File: config.mk
export PLATFORM = sky130hd
export DESIGN_NAME = uart_rx_capture_flat
export DESIGN_NICKNAME = d
export VERILOG_FILES = /design/src/rtl/uart_rx_capture_if.sv /design/src/rtl/uart_rx_capture.sv /design/src/flat_wrapper.sv
export SDC_FILE = /design/constraint.sdc
export NUM_CORES = 1
export LEC_CHECK = 0
export BUFFER_PORTS_ARGS = -buffer_cell sky130_fd_sc_hd__buf_2
export CAP_MARGIN = 5
export CELL_PAD_IN_SITES_DETAIL_PLACEMENT = 2
export CELL_PAD_IN_SITES_GLOBAL_PLACEMENT = 2
export CORE_MARGIN = 5
export CORE_UTILIZATION = 39
export CTS_CLUSTER_SIZE = 28
export DETAILED_ROUTE_END_ITERATION = 8
export GPL_TIMING_DRIVEN = 0
export PLACE_DENSITY_LB_ADDON = 0.1
export SLEW_MARGIN = 20
export SYNTH_ARGS = -nofsm -noshare
export SYNTH_HDL_FRONTEND = slang
export SYNTH_SLANG_ARGS = --single-unit
File: constraint.sdc
create_clock -name iCE_CLK -period 2.2 [get_ports iCE_CLK]
set_input_delay 0.33 -clock iCE_CLK [delete_from_list [all_inputs] [get_ports iCE_CLK]]
set_output_delay 0.33 -clock iCE_CLK [all_outputs]
set_load 0.1 [all_outputs]
File: src/rtl/uart_rx_capture_if.sv
// uart_rx_capture_if
// Byte delivery channel between the UART receive capture block and the
// debug command decoder. The receiver owns the holding register and the
// consumer acknowledges each byte with rx_ready.
//   rx_byte   captured byte, stable while rx_valid is high
//   rx_valid  holding register full
//   rx_ready  consumer takes the byte on a cycle where rx_valid && rx_ready
interface uart_rx_capture_if;
    logic [7:0] rx_byte;
    logic       rx_valid;
    logic       rx_ready;

    modport master (
        output rx_byte,
        output rx_valid,
        input  rx_ready
    );

    modport slave (
        input  rx_byte,
        input  rx_valid,
        output rx_ready
    );
endinterface

File: src/rtl/uart_rx_capture.sv
// uart_rx_capture
// Receive side of the debugger UART. It takes the raw RX pin from the host,
// oversamples at 16x, samples each bit at its midpoint, checks the stop bit
// and hands validated bytes to the command decoder through a single-entry
// holding register.
//
// Ports:
//   iCE_CLK       system clock, all logic on posedge
//   rst           asynchronous active-high reset
//   RX            raw serial line, idle high, asynchronous to iCE_CLK
//   rx_if         byte channel (master side): rx_byte, rx_valid, rx_ready
//   is_receiving  high whenever the FSM is not in IDLE
//   frame_error   one-cycle pulse, stop bit sampled low
//   overrun       one-cycle pulse, byte completed while holding register full
//   parity_error  (RX_PARITY_EN only) one-cycle pulse, even parity mismatch
//
// Build option: define RX_PARITY_EN for 8E1 frames (adds a PARITY state and
// the parity_error port). Without it the receiver handles 8N1 only.
//
// state     | meaning
// ----------+------------------------------------------------------------
// IDLE      | line idle, waiting for synced RX low
// START     | qualifying the start bit, sampled at its midpoint
// DATA      | shifting in 8 data bits, LSB first
// PARITY    | (RX_PARITY_EN) sampling the even-parity bit
// STOP      | sampling the stop bit, delivering or discarding the byte
// WAIT_IDLE | after a framing error, holding until the line returns high
module uart_rx_capture #(
    parameter int BAUD_RATE    = 9600,
    parameter int SYS_CLK_FREQ = 12000000
) (
    input  logic              iCE_CLK,
    input  logic              rst,
    input  logic              RX,
    uart_rx_capture_if.master rx_if,
    output logic              is_receiving,
    output logic              frame_error,
    output logic              overrun
`ifdef RX_PARITY_EN
    ,
    output logic              parity_error
`endif
);

    localparam int TICK_DIV = SYS_CLK_FREQ / (BAUD_RATE * 16);
    localparam int TICK_W   = (TICK_DIV > 1) ? $clog2(TICK_DIV) : 1;
    localparam logic [TICK_W-1:0] TICK_LAST = TICK_W'(TICK_DIV - 1);

    typedef enum logic [2:0] {
        IDLE,
        START,
        DATA,
        STOP,
        WAIT_IDLE
`ifdef RX_PARITY_EN
        ,
        PARITY
`endif
    } state_t;

    state_t            state, state_nxt;
    logic              rx_meta, rx_sync;
    logic [TICK_W-1:0] tick_cnt;
    logic              tick;
    logic [3:0]        os_cnt;
    logic [2:0]        bit_idx;
    logic [7:0]        shift_reg;
    logic [7:0]        rx_byte_q;
    logic              rx_valid_q;

    logic              half_pt, full_pt;
    logic              os_clr, shift_en, byte_done, frame_err_c;
`ifdef RX_PARITY_EN
    logic              par_bad, par_sample, par_err_c;
`endif

    assign tick         = (tick_cnt == TICK_LAST);
    // Start bit is qualified at its midpoint (8 ticks); after that every
    // 16 ticks lands in the middle of the next bit.
    assign half_pt      = tick && (os_cnt == 4'd7);
    assign full_pt      = tick && (os_cnt == 4'd15);
    assign is_receiving = (state != IDLE);
    assign rx_if.rx_byte  = rx_byte_q;
    assign rx_if.rx_valid = rx_valid_q;

    always_ff @(posedge iCE_CLK or posedge rst) begin
        if (rst) state <= IDLE;
        else     state <= state_nxt;
    end

    always_comb begin
        state_nxt   = state;
        os_clr      = 1'b0;
        shift_en    = 1'b0;
        byte_done   = 1'b0;
        frame_err_c = 1'b0;
`ifdef RX_PARITY_EN
        par_sample  = 1'b0;
        par_err_c   = 1'b0;
`endif
        case (state)
            IDLE: begin
                if (!rx_sync) state_nxt = START;
            end
            START: begin
                if (half_pt) begin
                    os_clr    = 1'b1;
                    state_nxt = rx_sync ? IDLE : DATA;
                end
            end
            DATA: begin
                if (full_pt) begin
                    shift_en = 1'b1;
`ifdef RX_PARITY_EN
                    if (bit_idx == 3'd7) state_nxt = PARITY;
`else
                    if (bit_idx == 3'd7) state_nxt = STOP;
`endif
                end
            end
`ifdef RX_PARITY_EN
            PARITY: begin
                if (full_pt) begin
                    par_sample = 1'b1;
                    state_nxt  = STOP;
                end
            end
`endif
            STOP: begin
                if (full_pt) begin
                    // A low stop bit wins over a parity mismatch.
                    if (!rx_sync) begin
                        frame_err_c = 1'b1;
                        state_nxt   = WAIT_IDLE;
                    end else begin
                        state_nxt = IDLE;
`ifdef RX_PARITY_EN
                        if (par_bad) par_err_c = 1'b1;
                        else         byte_done = 1'b1;
`else
                        byte_done = 1'b1;
`endif
                    end
                end
            end
            WAIT_IDLE: begin
                if (rx_sync) state_nxt = IDLE;
            end
            default: state_nxt = IDLE;
        endcase
    end

    always_ff @(posedge iCE_CLK or posedge rst) begin
        if (rst) begin
            rx_meta     <= 1'b1;
            rx_sync     <= 1'b1;
            tick_cnt    <= '0;
            os_cnt      <= 4'd0;
            bit_idx     <= 3'd0;
            shift_reg   <= 8'h00;
            rx_byte_q   <= 8'h00;
            rx_valid_q  <= 1'b0;
            frame_error <= 1'b0;
            overrun     <= 1'b0;
`ifdef RX_PARITY_EN
            par_bad      <= 1'b0;
            parity_error <= 1'b0;
`endif
        end else begin
            rx_meta <= RX;
            rx_sync <= rx_meta;

            // Holding the divider at zero in IDLE aligns tick phase to the start edge.
            if (state == IDLE || tick) tick_cnt <= '0;
            else                       tick_cnt <= tick_cnt + 1'b1;

            if (state == IDLE || os_clr) os_cnt <= 4'd0;
            else if (tick)               os_cnt <= os_cnt + 4'd1;

            if (state == IDLE) begin
                bit_idx <= 3'd0;
            end else if (shift_en) begin
                shift_reg <= {rx_sync, shift_reg[7:1]};
                bit_idx   <= bit_idx + 3'd1;
            end

            frame_error <= frame_err_c;
            overrun     <= byte_done && rx_valid_q && !rx_if.rx_ready;
`ifdef RX_PARITY_EN
            if (par_sample) par_bad <= ^{shift_reg, rx_sync};
            parity_error <= par_err_c;
`endif

            // A byte completing on the acceptance cycle refills the register
            // directly, so rx_valid stays high.
            if (byte_done && (!rx_valid_q || rx_if.rx_ready)) begin
                rx_byte_q  <= shift_reg;
                rx_valid_q <= 1'b1;
            end else if (rx_valid_q && rx_if.rx_ready) begin
                rx_valid_q <= 1'b0;
            end
        end
    end

endmodule

File: src/flat_wrapper.sv
// flat-port wrapper written by rule: the top's interface ports become plain ports
module uart_rx_capture_flat 
#(
    parameter int BAUD_RATE    = 9600,
    parameter int SYS_CLK_FREQ = 12000000
)
  (iCE_CLK, rst, RX, is_receiving, frame_error, overrun, rx_if_rx_byte, rx_if_rx_valid, rx_if_rx_ready);
  uart_rx_capture_if rx_if_i ();
  input  logic iCE_CLK;
  input  logic rst;
  input  logic RX;
  output logic is_receiving;
  output logic frame_error;
  output logic overrun;
  output wire logic [$bits(rx_if_i.rx_byte)-1:0] rx_if_rx_byte;
  output wire logic [$bits(rx_if_i.rx_valid)-1:0] rx_if_rx_valid;
  input wire logic [$bits(rx_if_i.rx_ready)-1:0] rx_if_rx_ready;
  assign rx_if_rx_byte = rx_if_i.rx_byte;
  assign rx_if_rx_valid = rx_if_i.rx_valid;
  assign rx_if_i.rx_ready = rx_if_rx_ready;
  uart_rx_capture #(.BAUD_RATE(BAUD_RATE), .SYS_CLK_FREQ(SYS_CLK_FREQ)) u_core (.iCE_CLK(iCE_CLK), .rst(rst), .RX(RX), .rx_if(rx_if_i), .is_receiving(is_receiving), .frame_error(frame_error), .overrun(overrun));
endmodule
==> results of run 1 <==
## per-stage QoR
step	setup slack [ns]	cells	power [mW]
after floorplan	0.3851	137	0.7276
after global placement	0.2109	204	0.7339
after detailed placement	0.1182	204	0.7356
after CTS	0.1012	212	1.318
after global routing	0.006332	212	1.353
final	0.1342	212	1.296
## cell usage after synthesis, drive strengths merged, types with 2 or more instances
master,number,share of area
nand2b,3,0.011
mux2i,2,0.012
and2,5,0.018
a32o,2,0.012
nand4,3,0.015
a211o,2,0.010
a21o,2,0.0088
nor4,2,0.011
nor3,3,0.015
nor2,10,0.022
mux2,17,0.11
xor2,4,0.021
and3,3,0.011
inv,3,0.0066
buf,5,0.018
dfstp,2,0.031
xnor2,4,0.021
a21oi,2,0.0059
ha,5,0.037
nand2,8,0.019
dfrtp,36,0.53
nand3,5,0.022
## cell usage in the layout, fill, tap and decap left out, types with 3 or more instances in the layout
master and n:
dfrtp_1 36, buf_2 18, mux2_2 16, nor2_1 10, nand2_1 7, and2_1 5
ha_1 5, clkbuf_8 5, nand3_1 4, xnor2_1 4, xor2_1 4, clkbuf_1 3
and3_1 3, nand2b_1 3
## cell type report
class,count,area [um2],area share
flip-flops and latches,38,953.4,0.4878
clock inverters,1,30.03,0.01536
inverters,3,11.26,0.005762
plain buffers,6,33.78,0.01729
repair buffers,15,75.07,0.03841
clock buffers,7,76.32,0.03905
multi-input cells,90,709.4,0.3630
well taps,52,65.06,0.03329
## cell families (layout without fill, tap and decap cells)
kind of cell             after synthesis  in the layout
AND/OR/NAND/NOR                       47             47
flip-flops                            38             38
multiplexers                          19             19
AO/OA/AOI/OAI                         11             11
buffers and inverters                  9             32
XOR/XNOR                               8              8
adder cells (fa/ha/maj)                5              5
## metal layers
layer | vias to the layer above | GRT usage
met1 | 571 | 0.1600
met3 | 4 | 0.03428
li1 | 515 | -
met2 | 10 | 0.2200
met5 | - | 0
met4 | 0 | 0.04371
## power groups by stage
stage	combinational [mW]	sequential, mW	clock (mW)
after floorplan	0.0117	0.716	0
after global placement	0.0176	0.716	0
after detailed placement	0.0194	0.716	0
after CTS	0.0194	0.702	0.597
after global routing	0.0224	0.703	0.628
final	0.0178	0.703	0.576
## how the worst max path moves through the flow
| stage | slack (ns) | cells after the start | end | startpoint |
|---|---|---|---|---|
| after detailed placement | 0.12 | 7 | u_core.shift_reg[4] | u_core.tick_cnt[1] |
| after global placement | 0.21 | 7 | u_core.shift_reg[4] | u_core.tick_cnt[1] |
| final | 0.13 | 7 | u_core.shift_reg[3] | u_core.tick_cnt[1] |
| after CTS | 0.10 | 7 | u_core.shift_reg[4] | u_core.tick_cnt[1] |
| after global routing | 0.006 | 7 | u_core.shift_reg[3] | u_core.tick_cnt[1] |
| after floorplan | 0.39 | 3 | u_core.rx_if.rx_byte[0] | u_core.rx_if.rx_valid |
## worst register-to-register path: cells and delay by family (launching register included)
family,cells,cell delay [ns]
simple gates,3,0.73
buf+inv,2,0.29
fa+ha+maj,1,0.14
flops,1,0.40
mux,1,0.39
==> flow_metrics.tcl, run 1 <==
set metrics [dict create \
    wl_um 3417 \
    fp.dieH_um 76.18 \
    rsz0062_at_grt "no" \
    synth-edff-count 0 \
    clkSinkCount 38 \
    cap_viol_max_count 0 \
    drive_gt1_frac 0.3188 \
    syn_inst 137 \
    hold_buffers 0 \
    hold_path_end "u_core.rx_meta" \
    stdcell_area_um2 1954 \
    power_frac_seq 0.542 \
    drtIter0Drc 27 \
    cts_setup_buffers 0 \
    reg2reg_depth 7 \
    crit_family "simple AND/OR/NAND/NOR gates" \
    status "finished clean" \
    power_switching_mw 0.2527 \
    clk_latency_ns 0.28 \
    ys.flop_type "dfrtp_1" \
    core_um2 4294 \
    leakage_nw 0.9912 \
    die_area_um2 5803 \
    synth_top_family_by_area "simple AND/OR/NAND/NOR gates" \
    post-dp-hpwl_um 2422 \
    fin_crit_ns 2.066 \
    switching_share 0.1950 \
    synthMuxAreaShare 0.1238 \
    synth_area_per_cell_um2 12.47 \
    dpl-instance-area_um2 1848 \
    mappedNetlistArea_um2 1708 \
    antenna_found_initial 0 \
    critPathLaunchType "register" \
    cp_max_fo 9 \
    met3_length_um 88 \
    cp.required_ns 2.37 \
    ios 16 \
    p_per_area_nw_per_um2 663.3 \
    clockBufferDepth 2 \
    portBuffers 15 \
    r2r_start "u_core.tick_cnt[1]" \
    synth_fp_nets 146 \
    dieWidth_um 76.18 \
    top_layer "met4" \
    cts_tree "built" \
    p_int_mw 1.044 \
    fillCellCount 451 \
    p_comb_frac 0.014 \
    post_cts_resized 0 \
    min_path_cells 1 \
    root_buffer "clkbuf_8" \
    ant_nets 0 \
    rows 24 \
    critical_path.max_stage_delay_ns 0.40 \
    synth-xor-area-share 0.04103 \
    yosysWarningCount 0 \
    firstDrtPassIters 4 \
    synth_seq_cells 38 \
    post_drt_wl_per_cell_um 16.12 \
    hold_start "RX" \
    gp_congestion 0.6889 \
    hold_path.class "in -> reg" \
    grt_pass1_wl_um 6072 \
    finClkSkew_ns 0.005626 \
    path_buf_inv 2 \
    yosysSeqAreaShare 0.5582 \
    slew_viol_final 0 \
    r2r_end "u_core.shift_reg[3]" \
    worst_pin_slew_ns 0.7936 \
    r2r_slack_ns 0.13 \
    synth-simple-area-share 0.1656 \
    h-tree-depth 2 \
    setup_viol 0 \
    crit_arrival_ns 2.24 \
    hold_violations 0 \
    track_usage 0.1301 \
    crit_slowest_cell "dfrtp_1" \
    max_slew_margin 0.4702 \
    viasPerCell 5.189 \
    grt_overflow 0 \
    synthArstFlopShare 1.000 \
    grt_start_max_net_pins 39 \
    syn2layout_area_growth_pct 14.43 \
    route.met2.wl_um 1780 \
    synth_compound_gate_area_share 0.04835 \
    synth_fa_ha_area_frac 0.03663 \
    hold_slack_ns 0.1478 \
    finalSetupTns_ns 0 \
    finalCritPeriodShare 0.9390 \
    grt_pass1_vias 1250 \
    dr_total_vias 1100 \
    cp-end-kind "register" \
    nNetsFinal 168 \
    crit_chain "inv_1 > ha_1 > nor4bb_1 > buf_4 > nand3_4 > nor3_4 > mux2_2" \
    met1_length_um 1522 \
    ys_types 38 \
    start_util 0.3977 \
    ir_drop_uv 346.4 \
    cts_buffers 5 \
    diodes 0 \
    max_freq_mhz 484.1 \
    final_core_utilization 0.4551 \
    drc 0 \
    worstSetupPathType "reg -> reg" \
    clkTransAtPathRegs_ns 0.07 \
    power_frac_clock 0.444 \
]
No activity file was read; power rests on OpenSTA's default activity.
==> run 2: changes to the inputs <==
MAX_ROUTING_LAYER = met4   (was not set)
PLACE_DENSITY = 0.82   (was not set)
PLACE_DENSITY_LB_ADDON = not set   (was 0.1)
==> flow_metrics.tcl, run 2 (synthesized netlist as in run 1, its figures left out) <==
set metrics [dict create \
    wl_um 3851 \
    drive_gt1_frac 0.3250 \
    max_slew_margin 0.4840 \
    crit_arrival_ns 2.22 \
    fillCellCount 445 \
    post_cts_resized 0 \
    p_comb_frac 0.013 \
    cp-end-kind "register" \
    syn2layout_area_growth_pct 15.02 \
    viasPerCell 5.297 \
    cts_tree "built" \
    p_per_area_nw_per_um2 668.7 \
    setup_viol 0 \
    cap_viol_max_count 0 \
    cp.required_ns 2.36 \
    hold_slack_ns 0.1525 \
    clk_latency_ns 0.28 \
    seq_area_um2 953.4 \
    ant_nets 0 \
    clkSinkCount 38 \
    drc 0 \
    rows 24 \
    finalSetupTns_ns 0 \
    post-dp-hpwl_um 2906 \
    antenna_found_initial 0 \
    core_um2 4294 \
    dr_total_vias 1123 \
    dieWidth_um 76.18 \
    grt_start_max_net_pins 39 \
    finClkSkew_ns 0.01167 \
    drtIter0Drc 40 \
    met3_length_um 51 \
    final_core_utilization 0.4575 \
    route.met2.wl_um 2251 \
    gp_congestion 0.7367 \
    clockBufferDepth 2 \
    hold_path.class "in -> reg" \
    root_buffer "clkbuf_8" \
    hold_buffers 0 \
    power_switching_mw 0.2396 \
    slew_viol_final 0 \
    grt_pass1_vias 1371 \
    layout_commonest_cell "dfrtp_1" \
    ir_drop_uv 493.9 \
    met1_length_um 1511 \
    nNetsFinal 168 \
    power_frac_seq 0.536 \
    top_layer "met4" \
    worstSetupPathType "reg -> reg" \
    leakage_nw 0.9972 \
    critPathLaunchType "register" \
    portBuffers 15 \
    rsz0062_at_grt "no" \
    power_frac_clock 0.451 \
    fin_ws_ns 0.1408 \
    grt_overflow 0 \
    post-place-ws_ns 0.1118 \
    cts_setup_buffers 0 \
    die_area_um2 5803 \
    grt_pass1_wl_um 6624 \
    worst_pin_slew_ns 0.7729 \
    multi_input_area_um2 709.4 \
    start_util 0.3977 \
    post_drt_wl_per_cell_um 18.17 \
    final_cell_mix "dfrtp_1 (36), buf_2 (18), mux2_2 (16), nor2_1 (10), nand2_1 (7)" \
    fin_crit_ns 2.059 \
    r2r_slack_ns 0.14 \
    track_usage 0.1469 \
    switching_share 0.1824 \
    max_freq_mhz 485.6 \
    firstDrtPassIters 2 \
    placed_cells 204 \
    ios 16 \
    h-tree-depth 2 \
    cp_max_fo 9 \
    diodes 0 \
    fin_cells 212 \
    p_int_mw 1.074 \
    fp.dieH_um 76.18 \
    clkTransAtPathRegs_ns 0.07 \
    cts_buffers 5 \
    hold_violations 0 \
    finalCritPeriodShare 0.9360 \
    status "finished clean" \
]
[run 2: power by group through the flow]
stage,clock (mW),sequential (mW),combinational (mW)
2_1_floorplan,0,0.716,0.0117
3_3_place_gp,0,0.716,0.0176
3_5_place_dp,0,0.717,0.0189
4_1_cts,0.616,0.704,0.0189
5_1_grt,0.647,0.704,0.0216
6_report,0.593,0.704,0.0172
[run 2: worst paths after layout]
kind                                     from               endpoint  cells after the start
setup / recovery           u_core.tick_cnt[1]    u_core.shift_reg[3]                      7
hold / removal                             RX         u_core.rx_meta                      1
setup reg to reg           u_core.tick_cnt[1]    u_core.shift_reg[3]                      7
hold reg to reg                u_core.rx_meta         u_core.rx_sync                      0
max in group asynchronous                 rst  u_core.rx_if.rx_valid                      2
min in group asynchronous                 rst    u_core.shift_reg[7]                      2
[run 2: stage by stage]
| step | cell area [um2] | total power, mW |
|---|---|---|
| after detailed placement | 1848 | 0.7362 |
| after CTS | 1964 | 1.339 |
| after global placement | 1848 | 0.7339 |
| final | 1964 | 1.314 |
| after global routing | 1964 | 1.372 |
| after floorplan | 1708 | 0.7276 |
[run 2: layout make-up]
class,count,share of cell area
Tap cell,52,0.03312
Buffer,6,0.01720
Multi-Input combinational cell,90,0.3611
Clock inverter,1,0.01529
Sequential cell,38,0.4854
Inverter,3,0.005732
Clock buffer,7,0.04395
Timing Repair Buffer,15,0.03822
[run 2: per-layer routing]
layer,track usage,vias up
li1,-,518
met1,0.1515,596
met2,0.2834,7
met3,0.02246,2
met4,0.04196,0
met5,-,-
[run 2: worst max-delay path: stages (launching register included)]
cell	delay [ns]
dfrtp_1	0.40
inv_1	0.07
ha_1	0.15
nor4bb_1	0.21
buf_4	0.21
nand3_4	0.09
nor3_4	0.40
mux2_2	0.40
==> run 3: changes to the inputs <==
SETUP_SLACK_MARGIN = 0.4   (was not set)
==> flow_metrics.tcl, run 3 (synthesized netlist as in run 1, its figures left out) <==
set metrics [dict create \
    status "finished clean" \
    syn2layout_area_growth_pct 29.16 \
    viasPerCell 5.279 \
    clk_latency_ns 0.28 \
    clockBufferDepth 2 \
    path_buf_inv 4 \
    h-tree-depth 2 \
    crit_slowest_cell "dfrtp_1" \
    critical_path.max_stage_delay_ns 0.38 \
    nNetsFinal 178 \
    hold_violations 0 \
    max_slew_margin 0.4590 \
    leakage_nw 1.110 \
    cp-startpoint "u_core.tick_cnt[1]" \
    post_drt_wl_per_cell_um 20.43 \
    crit_family "buffers and inverters" \
    fp.dieH_um 76.18 \
    final_cell_mix "dfrtp_1 (35), buf_2 (16), nor2_1 (10), mux2_4 (9), mux2_2 (8)" \
    p_per_area_nw_per_um2 657.7 \
    antenna_found_initial 0 \
    fillCellCount 425 \
    post-dp-hpwl_um 2661 \
    clkTransAtPathRegs_ns 0.07 \
    rsz0062_at_grt "yes" \
    portBuffers 15 \
    die_area_um2 5803 \
    r2r_start "u_core.tick_cnt[1]" \
    rows 24 \
    fin_crit_ns 1.894 \
    drtIter0Drc 57 \
    diodes 0 \
    critPathLaunchType "register" \
    gp_congestion 0.7536 \
    dr_total_vias 1172 \
    track_usage 0.1714 \
    hold_path.class "in -> reg" \
    grt_pass1_wl_um 7583 \
    cp_max_fo 5 \
    power_mw 1.451 \
    worst_pin_slew_ns 0.8104 \
    max_freq_mhz 527.9 \
    grt_overflow 0 \
    grt_start_max_net_pins 39 \
    final_core_utilization 0.5137 \
    cap_viol_max_count 0 \
    worstSetupPathType "reg -> reg" \
    cts_tree "built" \
    drive_gt1_frac 0.4176 \
    ir_drop_uv 430.4 \
    dieWidth_um 76.18 \
    stdcell_area_um2 2206 \
    start_util 0.3977 \
    finalCritPeriodShare 0.8610 \
    finClkSkew_ns 0.009154 \
    layout_commonest_cell "dfrtp_1" \
    ant_nets 0 \
    crit_arrival_ns 2.06 \
    firstDrtPassIters 2 \
    core_um2 4294 \
    dpl-instance-area_um2 1849 \
    clkSinkCount 38 \
    root_buffer "clkbuf_8" \
    wl_um 4535 \
    grt_pass1_vias 1414 \
    ios 16 \
    drc 0 \
    slew_viol_final 0 \
    cp-end-kind "register" \
    setup_viol 0 \
    cp.required_ns 2.36 \
    crit_chain "inv_1 > ha_2 > nor4bb_4 > buf_4 > nand3_4 > nor3_4 > buf_6 > buf_12 > mux2_4" \
    cts_buffers 5 \
    finalSetupTns_ns 0 \
    hold_start "RX" \
]
==> run 3: routing by layer <==
metal,GRT usage,routed length (um)
met1,0.1783,1814
met2,0.3288,2608
met3,0.02364,51
met4,0.05245,61
met5,-,0
==> run 3: layout make-up <==
cell class	count	area [um2]	share of cell area
sequential	38	954.7	0.4328
multi-input combinational	90	792.0	0.3590
timing repair buffer	25	200.2	0.09075
clock buffer	6	82.58	0.03744
tap	52	65.06	0.02950
clock inverter	2	60.06	0.02723
buffer	6	40.04	0.01815
inverter	3	11.26	0.005105
==> run 3: path summary, 6_finish.rpt <==
| path | endpoint | slack, ns | depth (start not counted) |
|---|---|---|---|
| min in group asynchronous | u_core.rx_if.rx_byte[6] | 0.20 | 2 |
| max in group asynchronous | u_core.rx_if.rx_valid | 1.44 | 2 |
| max | u_core.shift_reg[2] | 0.31 | 9 |
| min reg2reg | u_core.rx_sync | 0.38 | 0 |
| max reg2reg | u_core.shift_reg[2] | 0.31 | 9 |
| min | u_core.rx_meta | 0.15 | 1 |
==> run 3: timing repair <==
action | in CTS | in global routing
cloned | 1 | 0
resized for setup | 16 | 11
setup buffers | 7 | 2
hold buffers | 0 | 0
pin swaps | 2 | 1
setup endpoints to repair | 26 | 32
hold endpoints to repair | 0 | 0
==> run 3: worst reg2reg max path, cell delays in order, from the launching register on <==
cell and delay, ns:
dfrtp_1 0.38, inv_1 0.07, ha_2 0.17, nor4bb_4 0.18
buf_4 0.18, nand3_4 0.09, nor3_4 0.17, buf_6 0.13
buf_12 0.12, mux2_4 0.31
==> run 3: report_power, final <==
part           internal, mW  switching [mW]
clock                 0.484           0.245
combinational       0.00281          0.0156
sequential            0.701         0.00267
==> run 3: per-stage QoR <==
step | setup WS, ns | std cells | hold WS, ns
after floorplan | 0.4114 | 137 | 0.3345
after global placement | 0.2276 | 204 | 0.3480
after detailed placement | 0.1235 | 204 | 0.3687
after CTS | 0.2502 | 220 | 0.1401
after global routing | 0.1919 | 222 | 0.1368
final | 0.3058 | 222 | 0.1487
